File: src/rtl/regfile_arbiter.sv
// regfile_arbiter: shares one 2R/1W register file (registered reads) between a core port (A)
// and a debug/DMA port (B). Round-robin grant, one request in flight, response pulse 3 cycles
// after the accept edge.
module regfile_arbiter #(
    parameter int unsigned AW = 5,
    parameter int unsigned DW = 32
) (
    input  logic          clk,
    input  logic          rst_n,
    // port A (core)
    input  logic          a_valid,
    input  logic          a_we,
    input  logic [AW-1:0] a_ra1,
    input  logic [AW-1:0] a_ra2,
    input  logic [AW-1:0] a_wa,
    input  logic [DW-1:0] a_wd,
    output logic          a_ready,
    output logic          a_rsp_valid,
    // port B (debug/DMA)
    input  logic          b_valid,
    input  logic          b_we,
    input  logic [AW-1:0] b_ra1,
    input  logic [AW-1:0] b_ra2,
    input  logic [AW-1:0] b_wa,
    input  logic [DW-1:0] b_wd,
    output logic          b_ready,
    output logic          b_rsp_valid,
    // shared response
    output logic [DW-1:0] rsp_d1,
    output logic [DW-1:0] rsp_d2,
    output logic          busy,
    // register file side
    output logic [AW-1:0] rf_r1_addr,
    output logic [AW-1:0] rf_r2_addr,
    output logic [AW-1:0] rf_r3_addr,
    output logic [DW-1:0] rf_r3_in,
    output logic          rf_r3_we,
    input  logic [DW-1:0] rf_r1_out,
    input  logic [DW-1:0] rf_r2_out
);

    typedef enum logic [1:0] {StIdle, StIssue, StResp} state_e;

    state_e        state_q, state_d;
    logic          grant_a, grant_b;
    logic          last_b_q;   // 1: last grant went to B (so a tie goes to A)
    logic          gnt_b_q;    // owner of the in-flight request
    logic          we_q;
    logic [AW-1:0] ra1_q, ra2_q, wa_q;
    logic [DW-1:0] wd_q;
    logic          rsp_a_q, rsp_b_q;
    logic [DW-1:0] rsp_d1_q, rsp_d2_q;

    // Next-state and round-robin grant; only IDLE can grant.
    always_comb begin
        state_d = state_q;
        grant_a = 1'b0;
        grant_b = 1'b0;
        unique case (state_q)
            StIdle: begin
                if (a_valid && (!b_valid || last_b_q)) begin
                    grant_a = 1'b1;
                end else if (b_valid) begin
                    grant_b = 1'b1;
                end
                if (grant_a || grant_b) begin
                    state_d = StIssue;
                end
            end
            StIssue: state_d = StResp;
            StResp:  state_d = StIdle;
            default: state_d = StIdle;
        endcase
    end

    // State, arbitration history and latched request fields.
    always_ff @(posedge clk or negedge rst_n) begin
        if (!rst_n) begin
            state_q  <= StIdle;
            last_b_q <= 1'b1;
            gnt_b_q  <= 1'b0;
            we_q     <= 1'b0;
            ra1_q    <= '0;
            ra2_q    <= '0;
            wa_q     <= '0;
            wd_q     <= '0;
        end else begin
            state_q <= state_d;
            if (grant_a) begin
                last_b_q <= 1'b0;
                gnt_b_q  <= 1'b0;
                we_q     <= a_we;
                ra1_q    <= a_ra1;
                ra2_q    <= a_ra2;
                wa_q     <= a_wa;
                wd_q     <= a_wd;
            end else if (grant_b) begin
                last_b_q <= 1'b1;
                gnt_b_q  <= 1'b1;
                we_q     <= b_we;
                ra1_q    <= b_ra1;
                ra2_q    <= b_ra2;
                wa_q     <= b_wa;
                wd_q     <= b_wd;
            end
        end
    end

    // Capture regfile read data in RESP; pulse the owner's rsp_valid the following cycle.
    always_ff @(posedge clk or negedge rst_n) begin
        if (!rst_n) begin
            rsp_a_q  <= 1'b0;
            rsp_b_q  <= 1'b0;
            rsp_d1_q <= '0;
            rsp_d2_q <= '0;
        end else begin
            rsp_a_q <= (state_q == StResp) && !gnt_b_q;
            rsp_b_q <= (state_q == StResp) && gnt_b_q;
            if (state_q == StResp) begin
                rsp_d1_q <= rf_r1_out;
                rsp_d2_q <= rf_r2_out;
            end
        end
    end

    // Output drive; ready is gated by rst_n so it is 0 throughout reset.
    always_comb begin
        a_ready     = rst_n & grant_a;
        b_ready     = rst_n & grant_b;
        a_rsp_valid = rsp_a_q;
        b_rsp_valid = rsp_b_q;
        rsp_d1      = rsp_d1_q;
        rsp_d2      = rsp_d2_q;
        busy        = (state_q != StIdle);
        rf_r1_addr  = ra1_q;
        rf_r2_addr  = ra2_q;
        rf_r3_addr  = wa_q;
        rf_r3_in    = wd_q;
        rf_r3_we    = (state_q == StIssue) && we_q;
    end

endmodule

File: config.mk
export PLATFORM = sky130hd
export DESIGN_NAME = regfile_arbiter
export DESIGN_NICKNAME = d
export VERILOG_FILES = /design/src/rtl/regfile_arbiter.sv
export SDC_FILE = /design/constraint.sdc
export NUM_CORES = 1
export LEC_CHECK = 0
export BUFFER_PORTS_ARGS = -buffer_cell sky130_fd_sc_hd__buf_2
export CAP_MARGIN = 10
export CORE_UTILIZATION = 40
export DETAILED_ROUTE_END_ITERATION = 10
export PLACE_DENSITY = 0.85
export SLEW_MARGIN = 20
export SYNTH_ARGS = -nofsm -noshare
export SYNTH_HDL_FRONTEND = slang
export SYNTH_SLANG_ARGS = --single-unit
export TNS_END_PERCENT = 30
File: constraint.sdc
create_clock -name clk -period 1.7 [get_ports clk]
set_clock_uncertainty 0.05 [all_clocks]
set_input_delay 0.255 -clock clk [delete_from_list [all_inputs] [get_ports clk]]
set_output_delay 0.255 -clock clk [all_outputs]
set_load 0.005 [all_outputs]
==> flow_summary.json, run 1 <==
{
  "avgSynthCellArea_um2": 15.8,
  "seq_area_frac_synth": 0.597,
  "cts_max_path_buffers": 2,
  "grt.overflow.total": 0,
  "critical_path.endpoint_type": "flop",
  "worst_r2r_endpoint": "we_q",
  "finalCoreUtilization": 0.625,
  "hold_start": "a_wa[4]",
  "path_class": "flop to flop",
  "hold_path_class": "input port to flop",
  "grt_pass1_vias": 3983,
  "period_share": 1.07,
  "synth_nets": 477,
  "timing.reg2reg.setup_slack_ns": -0.12,
  "whs_path_depth": 2,
  "cp_max_fo": 13,
  "mappedNetlistArea_um2": 4950,
  "clk-insertion-delay-late_ns": 0.41,
  "count_of_input_and_output_buffers": 280,
  "crit_path_start_kind": "flop",
  "finalMaxSlewViolations": 0,
  "track_usage": 0.209,
  "clock-root-buffer": "sky130_fd_sc_hd__clkbuf_16",
  "violations": "negative setup slack",
  "ys_types": 17,
  "portion_of_total_power_attributed_to_sequential_cells": 0.342,
  "core_area_um2": 12100,
  "routed-wl-met3_um": 989,
  "reg2regPathDepth": 6,
  "hold_path_end": "rf_r3_addr[4]",
  "design.portCount": 281,
  "average_via_count_per_standard_cell": 4.72,
  "antenna_found_initial": 0,
  "grt_start_max_net_pins": 119,
  "highest-signal-layer": "met4",
  "slew_headroom": 0.593,
  "route.met2.wl_um": 6740,
  "fin_ws_ns": -0.122,
  "share_comb_of_total_power": 0.421,
  "worst-endpoint-required_ns": 1.94,
  "fin_setup_tns_ns": -4.43,
  "largest_vdd_supply_drop_uv": 883,
  "maxClockFrequency_mhz": 549,
  "global_route_wire_length_before_repair_um": 20400,
  "wl_per_cell_um": 16.3,
  "die_area_um2": 12800,
  "die_width_um": 113,
  "rsz0062_at_grt": "true",
  "p_clk_frac": 0.237,
  "finalHoldViolCount": 0,
  "vias": 3747,
  "drt-initial-drc-count": 167,
  "antenna_cells_inserted": 0,
  "worst_slew_pin_slew_ns": 0.611,
  "router_iterations_before_antenna_repair": 4,
  "detailed_route_wire_length_on_metal_1_um": 4830,
  "core.rowCount": 40,
  "antenna_viol_nets_final": 0,
  "final_cell_mix": "sky130_fd_sc_hd__buf_2 (279), sky130_fd_sc_hd__dfrtp_1 (117), sky130_fd_sc_hd__mux2_2 (113), sky130_fd_sc_hd__mux2_4 (47), sky130_fd_sc_hd__clkbuf_16 (17)",
  "run_status": "complete, but fails checks",
  "final_common_cell": "sky130_fd_sc_hd__buf_2",
  "htreeDepth": 4,
  "leakage_nw": 3.83,
  "final_design_area_no_fill_um2": 7540,
  "power.density_nw_per_um2": 1940,
  "floorplan.die.height_um": 113,
  "floorplan.initialDensity": 0.410,
  "post-route-min-period_ns": 1.82,
  "fin_nets": 779,
  "gpl.final_weighted_congestion": 0.796,
  "max_cap_violations": 0,
  "syn_inst": 313,
  "cts_tree": "built",
  "worst_setup_hold_path_clk_slew_ns": 0.06,
  "setup_viol": 49,
  "wl_um": 12900,
  "drc": 0,
  "r2r-start": "state_q[0]",
  "place_area_um2": 6630,
  "internal_power_consumption_mw": 10.5,
  "numCtsBuffers": 17,
  "syn_to_final_growth_pct": 52.2,
  "dp.final_hpwl_um": 9000,
  "layout-drive-gt1-share": 0.794,
  "ys_ff_latch": 118,
  "switchingPower_mw": 4.16,
  "sw_frac_of_total": 0.284,
  "worst_ep_arrival_time_ns": 2.06,
  "synth_warn": 0,
  "sinks_on_clock_net": 118
}
[power groups by stage]
| stage | Sequential (mW) | Combinational [mW] | Clock [mW] |
|---|---|---|---|
| floorplan | 5.10 | 2.93 | 0 |
| global placement | 4.92 | 5.22 | 0 |
| detailed placement | 5.03 | 5.40 | 0 |
| CTS | 5.00 | 6.11 | 3.54 |
| global route | 5.16 | 6.66 | 3.67 |
| finish | 5.00 | 6.17 | 3.46 |
[what timing repair did]
item	in CTS	in global routing
hold buffers	1	0
gates cloned	2	0
setup buffers	7	0
gates resized for setup	46	11
endpoints found under the hold margin	117	0
endpoints found under the setup margin	51	52
pin swaps	5	0
[state kept, by name, indices dropped and copies added, names as in the netlist]
name         cells
we_q             1
rsp_d1          32
rsp_d2          32
a_rsp_valid      1
state_q          2
rf_r1_addr       5
rf_r3_addr       5
rf_r3_in        32
last_b_q         1
rf_r2_addr       5
gnt_b_q          1
b_rsp_valid      1
[kinds of logic (layout without fill, tap and decap cells)]
family	count (synthesis)	count (layout)	synth area share
AO/OA/AOI/OAI	3	3	0.00455
buffers and inverters	20	333	0.0217
flip-flops	118	118	0.597
multiplexers	160	160	0.364
AND/OR/NAND/NOR	12	12	0.0131
[synthesized netlist by cell type, drive strengths merged]
| cell type | number | area, um^2 |
|---|---|---|
| nor2 | 4 | 15.0 |
| a21boi | 1 | 7.51 |
| clkbuf | 1 | 3.75 |
| dfrtp | 117 | 2930 |
| nor2b | 1 | 6.26 |
| nand2b | 2 | 12.5 |
| nor3b | 1 | 12.5 |
| nand3 | 1 | 5.00 |
| mux2 | 160 | 1800 |
| o21a | 1 | 7.51 |
| dfstp | 1 | 26.3 |
| a211oi | 1 | 7.51 |
| buf | 16 | 92.6 |
| inv | 3 | 11.3 |
| and2 | 1 | 6.26 |
| nand2 | 2 | 7.51 |
[metrics by stage]
step,instances,total power [mW],worst slack [ns],hold slack [ns]
floorplan,313,8.04,0.00383,-0.0906
global placement,754,10.1,0.00349,0.373
detailed placement,754,10.4,-0.0261,0.373
CTS,794,14.7,-0.103,0.00470
global route,794,15.5,-0.200,0.0120
finish,794,14.6,-0.122,0.0304
[worst max-delay path by stage]
stage / startpoint / endpoint / slack [ns]
detailed placement: state_q[1] / rf_r3_in[4] / -0.03
global placement: state_q[1] / rf_r3_in[10] / 0.003
finish: state_q[0] / we_q / -0.12
global route: state_q[1] / rf_r3_in[30] / -0.20
CTS: state_q[0] / rf_r3_in[4] / -0.10
floorplan: state_q[1] / rf_r3_in[12] / 0.004
[layout make-up]
cell class | count | area, um^2
fillers | 911 | 4520
repair buffers | 300 | 1680
clock inverters | 9 | 101
inverters | 3 | 11.3
multi-input cells | 175 | 2100
clock buffers | 21 | 480
flip-flops and latches | 118 | 2950
well taps | 168 | 210
[worst max-delay path: stages, from the launching register on]
cell and delay (ns):
sky130_fd_sc_hd__dfrtp_1 0.38, sky130_fd_sc_hd__buf_6 0.12, sky130_fd_sc_hd__nor3b_4 0.21, sky130_fd_sc_hd__buf_6 0.17, sky130_fd_sc_hd__buf_12 0.15, sky130_fd_sc_hd__mux2_2 0.34
sky130_fd_sc_hd__mux2_2 0.27
[routing by layer]
| layer | GRT usage | vias up |
|---|---|---|
| li1 | - | 1717 |
| met1 | 0.226 | 1821 |
| met2 | 0.368 | 177 |
| met3 | 0.0712 | 32 |
| met4 | 0.102 | 0 |
| met5 | 0 | - |
No activity file was read; power rests on OpenSTA's default activity.
==> inputs of run 2 (changes only) <==
GPL_TIMING_DRIVEN = 0   (was unset)
PLACE_DENSITY = 0.77   (was 0.85)
==> run 2 against run 1 <==
Against the previous run: sequential cell count unchanged; die area unchanged; critical path depth down 1; largest cell class unchanged; clock power about the same; sequential share of layout area down 0.79 points; power up 2.2%; setup slack better by 0.020 ns; first-iteration DRC count down 29%; the run ends with negative hold slack, negative setup slack left.
==> flow_summary.json, run 2 (synthesis results as in run 1) <==
{
  "die_width_um": 113,
  "violations": "negative hold slack, negative setup slack",
  "fin_setup_tns_ns": -2.91,
  "finalCoreUtilization": 0.638,
  "final_cell_mix": "sky130_fd_sc_hd__buf_2 (285), sky130_fd_sc_hd__dfrtp_1 (115), sky130_fd_sc_hd__mux2_2 (90), sky130_fd_sc_hd__mux2_4 (70), sky130_fd_sc_hd__clkbuf_16 (17)",
  "gpl.final_weighted_congestion": 0.740,
  "clock-root-buffer": "sky130_fd_sc_hd__clkbuf_16",
  "slew_headroom": 0.776,
  "max_cap_violations": 0,
  "p_clk_frac": 0.234,
  "fillerInstances": 909,
  "routed-wl-met3_um": 905,
  "detailed_route_wire_length_on_metal_1_um": 5030,
  "wl_um": 13200,
  "setup_viol": 49,
  "path_class": "flop to flop",
  "portion_of_total_power_attributed_to_sequential_cells": 0.335,
  "worst_setup_hold_path_clk_slew_ns": 0.05,
  "grt.overflow.total": 0,
  "power.density_nw_per_um2": 1940,
  "fin_nets": 786,
  "wl_per_cell_um": 16.5,
  "floorplan.die.height_um": 113,
  "highest-signal-layer": "met4",
  "cp_max_fo": 10,
  "layout-drive-gt1-share": 0.797,
  "core.rowCount": 40,
  "sinks_on_clock_net": 118,
  "hold_path_class": "input port to asynchronous set/reset pin",
  "worst_ep_arrival_time_ns": 2.03,
  "switchingPower_mw": 4.24,
  "route.met2.wl_um": 6970,
  "global_route_wire_length_before_repair_um": 20400,
  "vias": 3801,
  "sw_frac_of_total": 0.284,
  "antenna_viol_nets_final": 0,
  "average_via_count_per_standard_cell": 4.73,
  "finalHoldViolCount": 55,
  "core_area_um2": 12100,
  "share_comb_of_total_power": 0.432,
  "final_design_area_no_fill_um2": 7700,
  "place_area_um2": 6600,
  "fin_ws_ns": -0.103,
  "die_area_um2": 12800,
  "antenna_found_initial": 0,
  "finalMaxSlewViolations": 0,
  "cts_tree": "built",
  "antenna_cells_inserted": 0,
  "largest_vdd_supply_drop_uv": 749,
  "drc": 0,
  "placement.setup.worst_slack_ns": -0.208,
  "dp.final_hpwl_um": 9250,
  "grt_start_max_net_pins": 65,
  "rsz0062_at_grt": "true",
  "count_of_input_and_output_buffers": 280,
  "cts_max_path_buffers": 2,
  "syn_to_final_growth_pct": 55.5,
  "design.portCount": 281,
  "internal_power_consumption_mw": 10.7,
  "worst-endpoint-required_ns": 1.93,
  "crit_path_start_kind": "flop",
  "post-route-min-period_ns": 1.80,
  "grt_pass1_vias": 4125,
  "final_common_cell": "sky130_fd_sc_hd__buf_2",
  "drt-initial-drc-count": 119,
  "track_usage": 0.211,
  "numCtsBuffers": 17,
  "run_status": "complete, but fails checks",
  "floorplan.initialDensity": 0.410,
  "worst_slew_pin_slew_ns": 0.336,
  "leakage_nw": 3.95,
  "critical_path.endpoint_type": "flop",
  "period_share": 1.06,
  "router_iterations_before_antenna_repair": 4,
  "hold-worst-slack_ns": -0.325,
  "clk-insertion-delay-late_ns": 0.40,
  "htreeDepth": 4,
  "maxClockFrequency_mhz": 555
}
run 2: path summary, 6_finish.rpt:
check	startpoint	end	slack, ns	depth (start not counted)
worst max-delay path	state_q[1]	rf_r3_in[4]	-0.10	5
worst min-delay path	rst_n	rsp_d1[3]	-0.32	1
worst max register to register	state_q[1]	rf_r3_in[4]	-0.10	5
worst min register to register	gnt_b_q	a_rsp_valid	0.37	1
max in group asynchronous	rst_n	last_b_q	1.27	2
min in group clk	a_wd[17]	rf_r3_in[17]	0.03	2
run 2: power by group through the flow:
stage | registers, mW | clock network (mW) | logic [mW]
floorplan | 5.10 | 0 | 2.93
global placement | 4.89 | 0 | 5.13
detailed placement | 4.99 | 0 | 5.30
CTS | 5.00 | 3.58 | 6.36
global route | 5.16 | 3.68 | 6.96
finish | 5.00 | 3.49 | 6.46
run 2: area by class of cell:
class                   count  area (um^2)  share of cell area
clock buffers              24          492              0.0639
well taps                 168          210              0.0273
flip-flops and latches    118         2960               0.384
inverters                   3         11.3             0.00146
multi-input cells         175         2200               0.286
repair buffers            290         1570               0.204
plain buffers              17          164              0.0213
clock inverters             8         96.3              0.0125
run 2: metrics by stage:
stage	std cells	power, mW
after floorplan	313	8.04
after global placement	761	10.0
after detailed placement	762	10.3
after CTS	802	14.9
after global routing	803	15.8
final	803	15.0
run 2: metal layers:
metal,up-vias,GRT usage
met5,-,0
met4,0,0.102
met3,23,0.0643
met2,179,0.373
met1,1860,0.230
li1,1739,-
run 2: worst max-delay path: stages, from the launching register on:
cell and delay (ns):
sky130_fd_sc_hd__dfrtp_2 0.45, sky130_fd_sc_hd__nor3b_4 0.26, sky130_fd_sc_hd__buf_6 0.19, sky130_fd_sc_hd__buf_12 0.15, sky130_fd_sc_hd__mux2_2 0.33, sky130_fd_sc_hd__mux2_2 0.26
run 2: what timing repair did:
| item | CTS | global route |
|---|---|---|
| pin swaps | 2 | 3 |
| hold endpoints to repair | 55 | 55 |
| resized for setup | 94 | 17 |
| cloned | 2 | 0 |
| setup endpoints to repair | 87 | 88 |
| setup buffers | 6 | 1 |
